--- src/rtl/l1_l2_refill_ctrl_pkg.sv ---
// rtl/l1_l2_refill_ctrl_pkg.sv - shared state enum, default widths and address field helpers
// Package l1_l2_pkg: imported by plru_bits and l1_l2_refill_ctrl.
package l1_l2_pkg;

    localparam int DEF_ADDR_W         = 16;
    localparam int DEF_LINE_W         = 256;
    localparam int DEF_NUM_SETS       = 16;
    localparam int DEF_NUM_WAYS       = 4;
    localparam int DEF_TIMEOUT_CYCLES = 64;

    typedef enum logic [2:0] {
        IDLE,
        COMPARE,
        REQ,
        WAIT,
        FILL
    } state_t;

    // Helpers take a zero-extended 32-bit address; callers truncate to field width.
    function automatic logic [31:0] addr_offset(input logic [31:0] addr, input int offset_w);
        return addr & ((32'd1 << offset_w) - 32'd1);
    endfunction

    function automatic logic [31:0] addr_index(input logic [31:0] addr, input int offset_w,
                                               input int index_w);
        return (addr >> offset_w) & ((32'd1 << index_w) - 32'd1);
    endfunction

    function automatic logic [31:0] addr_tag(input logic [31:0] addr, input int offset_w,
                                             input int index_w);
        return addr >> (offset_w + index_w);
    endfunction

endpackage

--- src/rtl/l1_l2_refill_ctrl_plru_bits.sv ---
// rtl/l1_l2_refill_ctrl_plru_bits.sv - one set's bit-PLRU state with touch and victim select
// Ports:
//   clk, rst   clock, synchronous active-high reset (clears all bits)
//   touch      update the bits for touch_way this cycle
//   touch_way  way being hit or filled
//   valid      per-way valid bits of this set (invalid ways win victim select)
//   victim     lowest invalid way, else lowest way whose PLRU bit is 0
module plru_bits
    import l1_l2_pkg::*;
#(
    parameter  int NUM_WAYS = DEF_NUM_WAYS,
    localparam int WAY_W    = $clog2(NUM_WAYS)
) (
    input  logic                clk,
    input  logic                rst,
    input  logic                touch,
    input  logic [WAY_W-1:0]    touch_way,
    input  logic [NUM_WAYS-1:0] valid,
    output logic [WAY_W-1:0]    victim
);

    logic [NUM_WAYS-1:0] bits_q;
    logic [NUM_WAYS-1:0] bits_set;
    logic [NUM_WAYS-1:0] way_onehot;
    logic                any_invalid;

    assign way_onehot = NUM_WAYS'(1) << touch_way;
    assign bits_set   = bits_q | way_onehot;

    // Never let every bit be 1: a zero bit must always exist for victim select.
    always_ff @(posedge clk) begin
        if (rst) begin
            bits_q <= '0;
        end else if (touch) begin
            bits_q <= (&bits_set) ? way_onehot : bits_set;
        end
    end

    assign any_invalid = ~&valid;

    // Descending scan so the lowest qualifying index is the one left standing.
    always_comb begin
        victim = '0;
        for (int w = NUM_WAYS - 1; w >= 0; w--) begin
            if (any_invalid ? !valid[w] : !bits_q[w]) begin
                victim = WAY_W'(w);
            end
        end
    end

endmodule

--- src/rtl/l1_l2_refill_ctrl.sv ---
// rtl/l1_l2_refill_ctrl.sv - L1 tag/PLRU controller with L2 line refill engine
// Optional feature macro: L2_TIMEOUT_EN (L2 response watchdog, drives resp_err).
// Ports:
//   clk, rst                       clock, synchronous active-high reset
//   lookup_valid/ready/addr        one lookup at a time, accepted only in IDLE
//   resp_valid/hit/way/err         one-cycle completion pulse (hit, refilled miss, or timeout)
//   l2_req_valid/ready/addr        line-aligned L2 request, held until accepted
//   l2_rsp_valid/data              L2 line return
//   fill_valid/set/way/data        one-cycle write strobe to the external L1 data array
module l1_l2_refill_ctrl
    import l1_l2_pkg::*;
#(
    parameter  int ADDR_W         = DEF_ADDR_W,
    parameter  int LINE_W         = DEF_LINE_W,
    parameter  int NUM_SETS       = DEF_NUM_SETS,
    parameter  int NUM_WAYS       = DEF_NUM_WAYS,
    parameter  int TIMEOUT_CYCLES = DEF_TIMEOUT_CYCLES,
    localparam int OFFSET_W       = $clog2(LINE_W / 8),
    localparam int INDEX_W        = $clog2(NUM_SETS),
    localparam int WAY_W          = $clog2(NUM_WAYS),
    localparam int TAG_W          = ADDR_W - OFFSET_W - INDEX_W
) (
    input  logic                clk,
    input  logic                rst,
    input  logic                lookup_valid,
    output logic                lookup_ready,
    input  logic [ADDR_W-1:0]   lookup_addr,
    output logic                resp_valid,
    output logic                resp_hit,
    output logic [WAY_W-1:0]    resp_way,
    output logic                resp_err,
    output logic                l2_req_valid,
    input  logic                l2_req_ready,
    output logic [ADDR_W-1:0]   l2_req_addr,
    input  logic                l2_rsp_valid,
    input  logic [LINE_W-1:0]   l2_rsp_data,
    output logic                fill_valid,
    output logic [INDEX_W-1:0]  fill_set,
    output logic [WAY_W-1:0]    fill_way,
    output logic [LINE_W-1:0]   fill_data
);

    state_t              state, state_nxt;
    logic [ADDR_W-1:0]   addr_q;
    logic [WAY_W-1:0]    victim_q;
    logic [LINE_W-1:0]   data_q;
    logic [NUM_WAYS-1:0] valid_q [NUM_SETS];
    logic [TAG_W-1:0]    tag_q   [NUM_SETS][NUM_WAYS];

    logic [INDEX_W-1:0]  cur_idx;
    logic [TAG_W-1:0]    cur_tag;
    logic                hit;
    logic [WAY_W-1:0]    hit_way;
    logic                plru_touch;
    logic [WAY_W-1:0]    plru_way;
    logic [WAY_W-1:0]    set_victim [NUM_SETS];
    logic                tmo_fire;
    logic                unused_offset;

    assign cur_idx       = INDEX_W'(addr_index(32'(addr_q), OFFSET_W, INDEX_W));
    assign cur_tag       = TAG_W'(addr_tag(32'(addr_q), OFFSET_W, INDEX_W));
    assign unused_offset = ^addr_offset(32'(addr_q), OFFSET_W);

    always_comb begin
        hit     = 1'b0;
        hit_way = '0;
        for (int w = NUM_WAYS - 1; w >= 0; w--) begin
            if (valid_q[cur_idx][w] && tag_q[cur_idx][w] == cur_tag) begin
                hit     = 1'b1;
                hit_way = WAY_W'(w);
            end
        end
    end

    // Only a hit (in COMPARE) or a fill touches PLRU; a timeout leaves it alone.
    assign plru_touch = (state == COMPARE && hit) || (state == FILL);
    assign plru_way   = (state == FILL) ? victim_q : hit_way;

    for (genvar s = 0; s < NUM_SETS; s++) begin : g_plru
        plru_bits #(.NUM_WAYS(NUM_WAYS)) u_plru (
            .clk       (clk),
            .rst       (rst),
            .touch     (plru_touch && cur_idx == INDEX_W'(s)),
            .touch_way (plru_way),
            .valid     (valid_q[s]),
            .victim    (set_victim[s])
        );
    end

`ifdef L2_TIMEOUT_EN
    localparam int TMO_W = $clog2(TIMEOUT_CYCLES + 1);
    logic [TMO_W-1:0] tmo_cnt;

    // Held at zero outside WAIT, so it restarts on every entry into WAIT.
    always_ff @(posedge clk) begin
        if (rst || state != WAIT) begin
            tmo_cnt <= '0;
        end else begin
            tmo_cnt <= tmo_cnt + 1'b1;
        end
    end

    assign tmo_fire = (state == WAIT) && !l2_rsp_valid && (tmo_cnt == TMO_W'(TIMEOUT_CYCLES - 1));
`else
    assign tmo_fire = 1'b0;
`endif

    always_ff @(posedge clk) begin
        if (rst) begin
            state <= IDLE;
        end else begin
            state <= state_nxt;
        end
    end

    always_comb begin
        state_nxt = state;
        case (state)
            IDLE:    if (lookup_valid) state_nxt = COMPARE;
            COMPARE: state_nxt = hit ? IDLE : REQ;
            REQ:     if (l2_req_ready) state_nxt = WAIT;
            WAIT: begin
                if (l2_rsp_valid)  state_nxt = FILL;
                else if (tmo_fire) state_nxt = IDLE;
            end
            FILL:    state_nxt = IDLE;
            default: state_nxt = IDLE;
        endcase
    end

    always_ff @(posedge clk) begin
        if (rst) begin
            addr_q   <= '0;
            victim_q <= '0;
            data_q   <= '0;
            for (int s = 0; s < NUM_SETS; s++) begin
                valid_q[s] <= '0;
            end
        end else begin
            if (state == IDLE && lookup_valid) addr_q <= lookup_addr;
            if (state == COMPARE) victim_q <= set_victim[cur_idx];
            if (state == WAIT && l2_rsp_valid) data_q <= l2_rsp_data;
            if (state == FILL) valid_q[cur_idx][victim_q] <= 1'b1;
        end
    end

    // Tag contents are don't-care until the matching valid bit is set.
    always_ff @(posedge clk) begin
        if (state == FILL) begin
            tag_q[cur_idx][victim_q] <= cur_tag;
        end
    end

    always_comb begin
        lookup_ready = (state == IDLE);
        resp_valid   = 1'b0;
        resp_hit     = 1'b0;
        resp_way     = '0;
        resp_err     = 1'b0;
        l2_req_valid = 1'b0;
        l2_req_addr  = '0;
        fill_valid   = 1'b0;
        fill_set     = '0;
        fill_way     = '0;
        fill_data    = '0;
        case (state)
            COMPARE: begin
                resp_valid = hit;
                resp_hit   = hit;
                resp_way   = hit ? hit_way : '0;
            end
            REQ: begin
                l2_req_valid = 1'b1;
                l2_req_addr  = {addr_q[ADDR_W-1:OFFSET_W], {OFFSET_W{1'b0}}};
            end
            WAIT: begin
                resp_valid = tmo_fire;
                resp_err   = tmo_fire;
            end
            FILL: begin
                fill_valid = 1'b1;
                fill_set   = cur_idx;
                fill_way   = victim_q;
                fill_data  = data_q;
                resp_valid = 1'b1;
                resp_way   = victim_q;
            end
            default: ;
        endcase
    end

endmodule

--- config.mk ---
export PLATFORM = sky130hd
export DESIGN_NAME = l1_l2_refill_ctrl
export DESIGN_NICKNAME = d
export VERILOG_FILES = /design/src/rtl/l1_l2_refill_ctrl_pkg.sv /design/src/rtl/l1_l2_refill_ctrl_plru_bits.sv /design/src/rtl/l1_l2_refill_ctrl.sv
export SDC_FILE = /design/constraint.sdc
export NUM_CORES = 1
export LEC_CHECK = 0
export BUFFER_PORTS_ARGS = -buffer_cell sky130_fd_sc_hd__buf_2
export CAP_MARGIN = 20
export CORE_UTILIZATION = 51
export DETAILED_ROUTE_END_ITERATION = 12
export PLACE_DENSITY_LB_ADDON = 0.2
export RECOVER_POWER = 50
export SYNTH_ARGS = -nofsm -noshare
export SYNTH_HDL_FRONTEND = slang
export SYNTH_SLANG_ARGS = --single-unit
--- constraint.sdc ---
create_clock -name clk -period 3.7 [get_ports clk]
set_input_delay 0.74 -clock clk [delete_from_list [all_inputs] [get_ports clk]]
set_output_delay 0.74 -clock clk [all_outputs]
set_load 0.1 [all_outputs]
* After elaboration in Yosys (flattened, before gate mapping)
Memories as Yosys holds them, arrays and structs flattened. A register that Yosys moved wholly into a read port is not among the register bits.
Cells that the tools add are included.
** Storage, ports and cells
- Flip-flop bits (word level) :: 341
- Memories :: 2
- Word-level logic and storage cells :: 449
- Memory bits (writable) :: 512
- Input port bits :: 277
** Cells by class
- Eq/ne operators :: 26
- Muxes and demuxes :: 187
- Bitwise gates (word level) :: 18
- Reductions and logical operators :: 190
- Order comparisons :: 5
- Shift-type cells :: 1
** Memories
- tag_q :: words 16, bits a word 28, read ports 1, clocked after memory_dff 1, wr ports 1, RTL line l1_l2_refill_ctrl.sv:48 : logic [TAG_W-1:0] tag_q [NUM_SETS][NUM_WAYS];
- valid_q :: words 16, bits a word 4, read ports 17, clocked after memory_dff 1, wr ports 16, RTL line l1_l2_refill_ctrl.sv:47 : logic [NUM_WAYS-1:0] valid_q [NUM_SETS];
** Operators by type and width (count)
- $mux 256 :: 1
- $mux 2 :: 74
- $logic_not 1->1 :: 128
- $reduce_and 4->1 :: 32
- $mux 4 :: 25
- $mux 1 :: 75
- $or 4x4->4 :: 16
- $eq 4x4->1 const B :: 8
- $eq 7x7->1 :: 4
- $mux 28 :: 1
- $logic_and 1x1->1 :: 25
- $eq 4x3->1 const B :: 4
- $mux 16 :: 1
- $demux 7 s2 :: 1
- $pmux 3 s4 :: 1
- $mux 3 :: 3
- $bmux 2 s4 :: 1
- $eq 4x2->1 const B :: 2
- $mux 7 :: 1
- $eq 3x2->1 const B :: 2
- $ne 2x2->1 const B :: 3
- $ge 5x5->1 const B :: 1
- $not 4->5 :: 1
- $eq 4x1->1 const B :: 1
- 16 further kinds :: 16

* Logic depth before layout (Yosys ltp)
- Word-level depth :: 11
- Mapped depth :: 20

* Cells and area by module
A second synthesis with hierarchy kept.
** Unflattened totals
- Cells, all modules :: 3300
- Area, all modules :: 37165.6 µm²
** By module, submodules not included
- l1_l2_refill_ctrl :: cells each 2692, times used 1, sequential area each 20259.4 µm², area each 32240.9 µm²
- plru_bits :: cells each 38, times used 16, sequential area each 80.1 µm², area each 307.8 µm²

* Worst setup path before layout
OpenSTA, ideal clock, no wires.
- Kind :: register to output
- Start :: reg (tool-made name)
- End :: out resp_way[1]
- Data arrival time :: 5.524 ns
- Buffers on the path :: 3
- Stages on the path, launching flop included :: 11
- Required time :: 2.960 ns
- Slack :: -2.564 ns
- Cell sequence :: dfxtp_1 -> buf_2 -> buf_2 -> clkbuf_1 -> mux4_2 -> mux4_2 -> xnor2_1 -> nand2_1 -> nor3_1 -> nor2_1 -> o41ai_1
** RTL lines
- to (decl) :: RTL line l1_l2_refill_ctrl.sv:30 : output logic [WAY_W-1:0] resp_way,

==> flow_summary.ini <==
[yosys]
netlist_instances = 3282
synth-edff-count = 448
synth.distinct_cells = 86
synthFlopType = edfxtp_1
async_flop_share = 0
synth-seq-cells = 852
synth_top_cell_by_area = edfxtp_1
yosysSeqAreaShare = 0.592
synth_top_area_share = 0.370
syn_area_per_cell_um2 = 11.1
syn-cell-area_mm2 = 0.0364
synthTopCellsByArea = edfxtp_1 (37%), dfxtp_1 (22%), nand2_1 (6.7%), mux4_2 (5.9%), a21oi_1 (4.6%)
yosys_warnings = 0

[clock_network]
max-clock-path-buffers = 3
clk_pin_slew_worst_paths_ps = 60
worstSkewPairLatency_ps = 650
root_buffer = clkbuf_16
cts_tree = yes
clock-sinks = 852
cts_buffers = 89
htree_levels = 3
ctsHoldBuffers = 0

[run_status]
status = complete, but fails checks
violations = setup timing

[setup_path]
timing.rr.end = g_plru[11].u_plru.bits_q[2]$_SDFFE_PP0P_
crit_path_max_fanout = 7
path_class = flip-flop to output pin
crit_path_end_kind = output pin
required_ps = 2960
crit_end = resp_way[0]
ff2ff_path_depth = 16
startpoint_type = flip-flop
r2r_slack_ps = -610
cp.arrival_ps = 3880

[finish]
final_area_mm2 = 0.0460
nets = 4321
area_growth_pct = 26.5
n_fill_cell = 5501
layout_common_cells = nand2_1 (641), buf_2 (545), edfxtp_1 (448)
mostFrequentLayoutCell = nand2_1
drive_gt1_frac = 0.306

[global_routing]
grt_pass1_vias = 27800
grt_util_all_layers = 0.333
grt_max_degree = 220
grt_first_pass_wirelength_mm = 177
overflow = 0
antenna_found_initial = 20

[floorplan]
die_y_um = 269
fp.dieArea_mm2 = 0.0724
ios = 563
start_util = 0.518
die_w_um = 269
row_count = 97
core_mm2 = 0.0703

[timing]
rsz0062_at_grt = yes
max_freq_mhz = 217
layout_setup_ws_ps = -917
worstMarginPinSlew_ps = 1250
finalCriticalPeriod_ps = 4620
setup_viol = 71
slew-limit-headroom = 0.170
final_hold_viol_count = 0
skew_ps = 31.7
finalSetupTns_ps = -31030
finalCritPeriodShare = 1.25
drv_slew = 0

[pwr]
finalPower_w = 0.0208
peakVddDrop_mv = 0.366
powerDensity_mw_per_mm2 = 452
total_leakage_power_nw = 18.3

[placement]
placed_area_mm2 = 0.0422
numPortBuffers = 551
hpwl_mm = 86.1
gp_congestion = 0.964

[detailed_routing]
dr_total_vias = 29700
drc = 0
vias_per_cell = 5.86
avgRoutedWirePerCell_um = 24.4
route.antenna.remaining_nets = 0
wirelength_mm = 124
drt-pass1-iter-count = 5
first_iter_violations = 3482

[job]
cap_violations = 0

[worst_hold_path]
min_from = lookup_addr[12]
min_path_type = primary input to flip-flop
[metal layers]
layer  global-route usage  up-vias  part of all wire
li1                     -    13400                 -
met1                0.439    14500              0.39
met2                0.505     1572              0.46
met3               0.0985      296              0.11
met4                0.151        4             0.043
met5               0.0115        -            0.0010
[final cells by class]
| class | count | area, µm² | area share |
|---|---|---|---|
| clock buffers | 121 | 2450 | 0.0534 |
| inverters | 40 | 161 | 0.00351 |
| diodes | 23 | 57.6 | 0.00125 |
| clock inverters | 42 | 498 | 0.0108 |
| multi-input cells | 2142 | 13900 | 0.302 |
| well taps | 940 | 1180 | 0.0256 |
| flip-flops and latches | 852 | 21600 | 0.469 |
| repair buffers | 919 | 6190 | 0.135 |
[power breakdown]
group          switching [W]  total, W  internal [W]
Clock                0.00378   0.00909       0.00530
Combinational       0.000972   0.00160      0.000627
Sequential         0.0000782    0.0101        0.0100
[flip-flops by register name, summed over array words and instances, names as in the netlist, named ones only]
signal / count
tag_q: 448
data_q: 256
g_plru.u_plru.bits_q: 64
valid_q: 64
addr_q: 11
state: 3
victim_q: 2
[logic make-up after synthesis]
family | after synthesis | share of synthesized area
other | 1 | 0.000103
flip-flops | 852 | 0.592
buffers and inverters | 295 | 0.0392
AO/OA/AOI/OAI | 600 | 0.103
AND/OR/NAND/NOR | 1304 | 0.165
multiplexers | 207 | 0.0943
XOR/XNOR | 23 | 0.00595
[critical path: stages (launching register included)]
cell and delay [ps]:
dfxtp_4 470, buf_12 170, buf_12 110, mux4_2 490, mux2i_2 200, mux2i_1 130, xnor2_1 290, o2111ai_2 250
or3_4 490, buf_4 170, a21oi_4 160, o31ai_4 100, buf_12 200
[worst min path at each step]
stage                                          end  cells past startpoint
after global routing      data_q[127]$_SDFFE_PP0P_                      3
after global placement    data_q[186]$_SDFFE_PP0P_                      2
final                      addr_q[12]$_SDFFE_PP0P_                      3
after CTS                 data_q[135]$_SDFFE_PP0P_                      3
after floorplan             data_q[0]$_SDFFE_PP0P_                      2
after detailed placement  data_q[199]$_SDFFE_PP0P_                      2
[Yosys cell counts (22+ instances only)]
cell and n:
dfxtp_1 404, nand2_1 645, a21oi_1 334, mux2i_1 96, o21a_1 22, a22oi_1 23
nor2_1 209, clkbuf_1 180, nand3_1 50, a31oi_1 23, mux4_2 95, inv_1 37
and3_1 265, o21ai_0 53, and2_1 33, edfxtp_1 448
[timing repair]
| action | in CTS | in global routing |
|---|---|---|
| hold endpoints to repair | 0 | 0 |
| resized for setup | 60 | 45 |
| setup buffers | 23 | 15 |
| setup endpoints to repair | 68 | 73 |
| cloned | 4 | 0 |
| pin swaps | 22 | 27 |
[per-stage QoR]
step	utilization	std cells	worst slack [ps]	hold slack, ps
6_report	0.655	5079	-917	321
5_1_grt	0.654	5074	-979	310
4_1_cts	0.650	5046	-873	294
3_5_place_dp	0.600	4856	-699	443
3_3_place_gp	0.600	4855	-674	437
2_1_floorplan	-	3287	-568	432
Power figures use the tool's default switching activity.
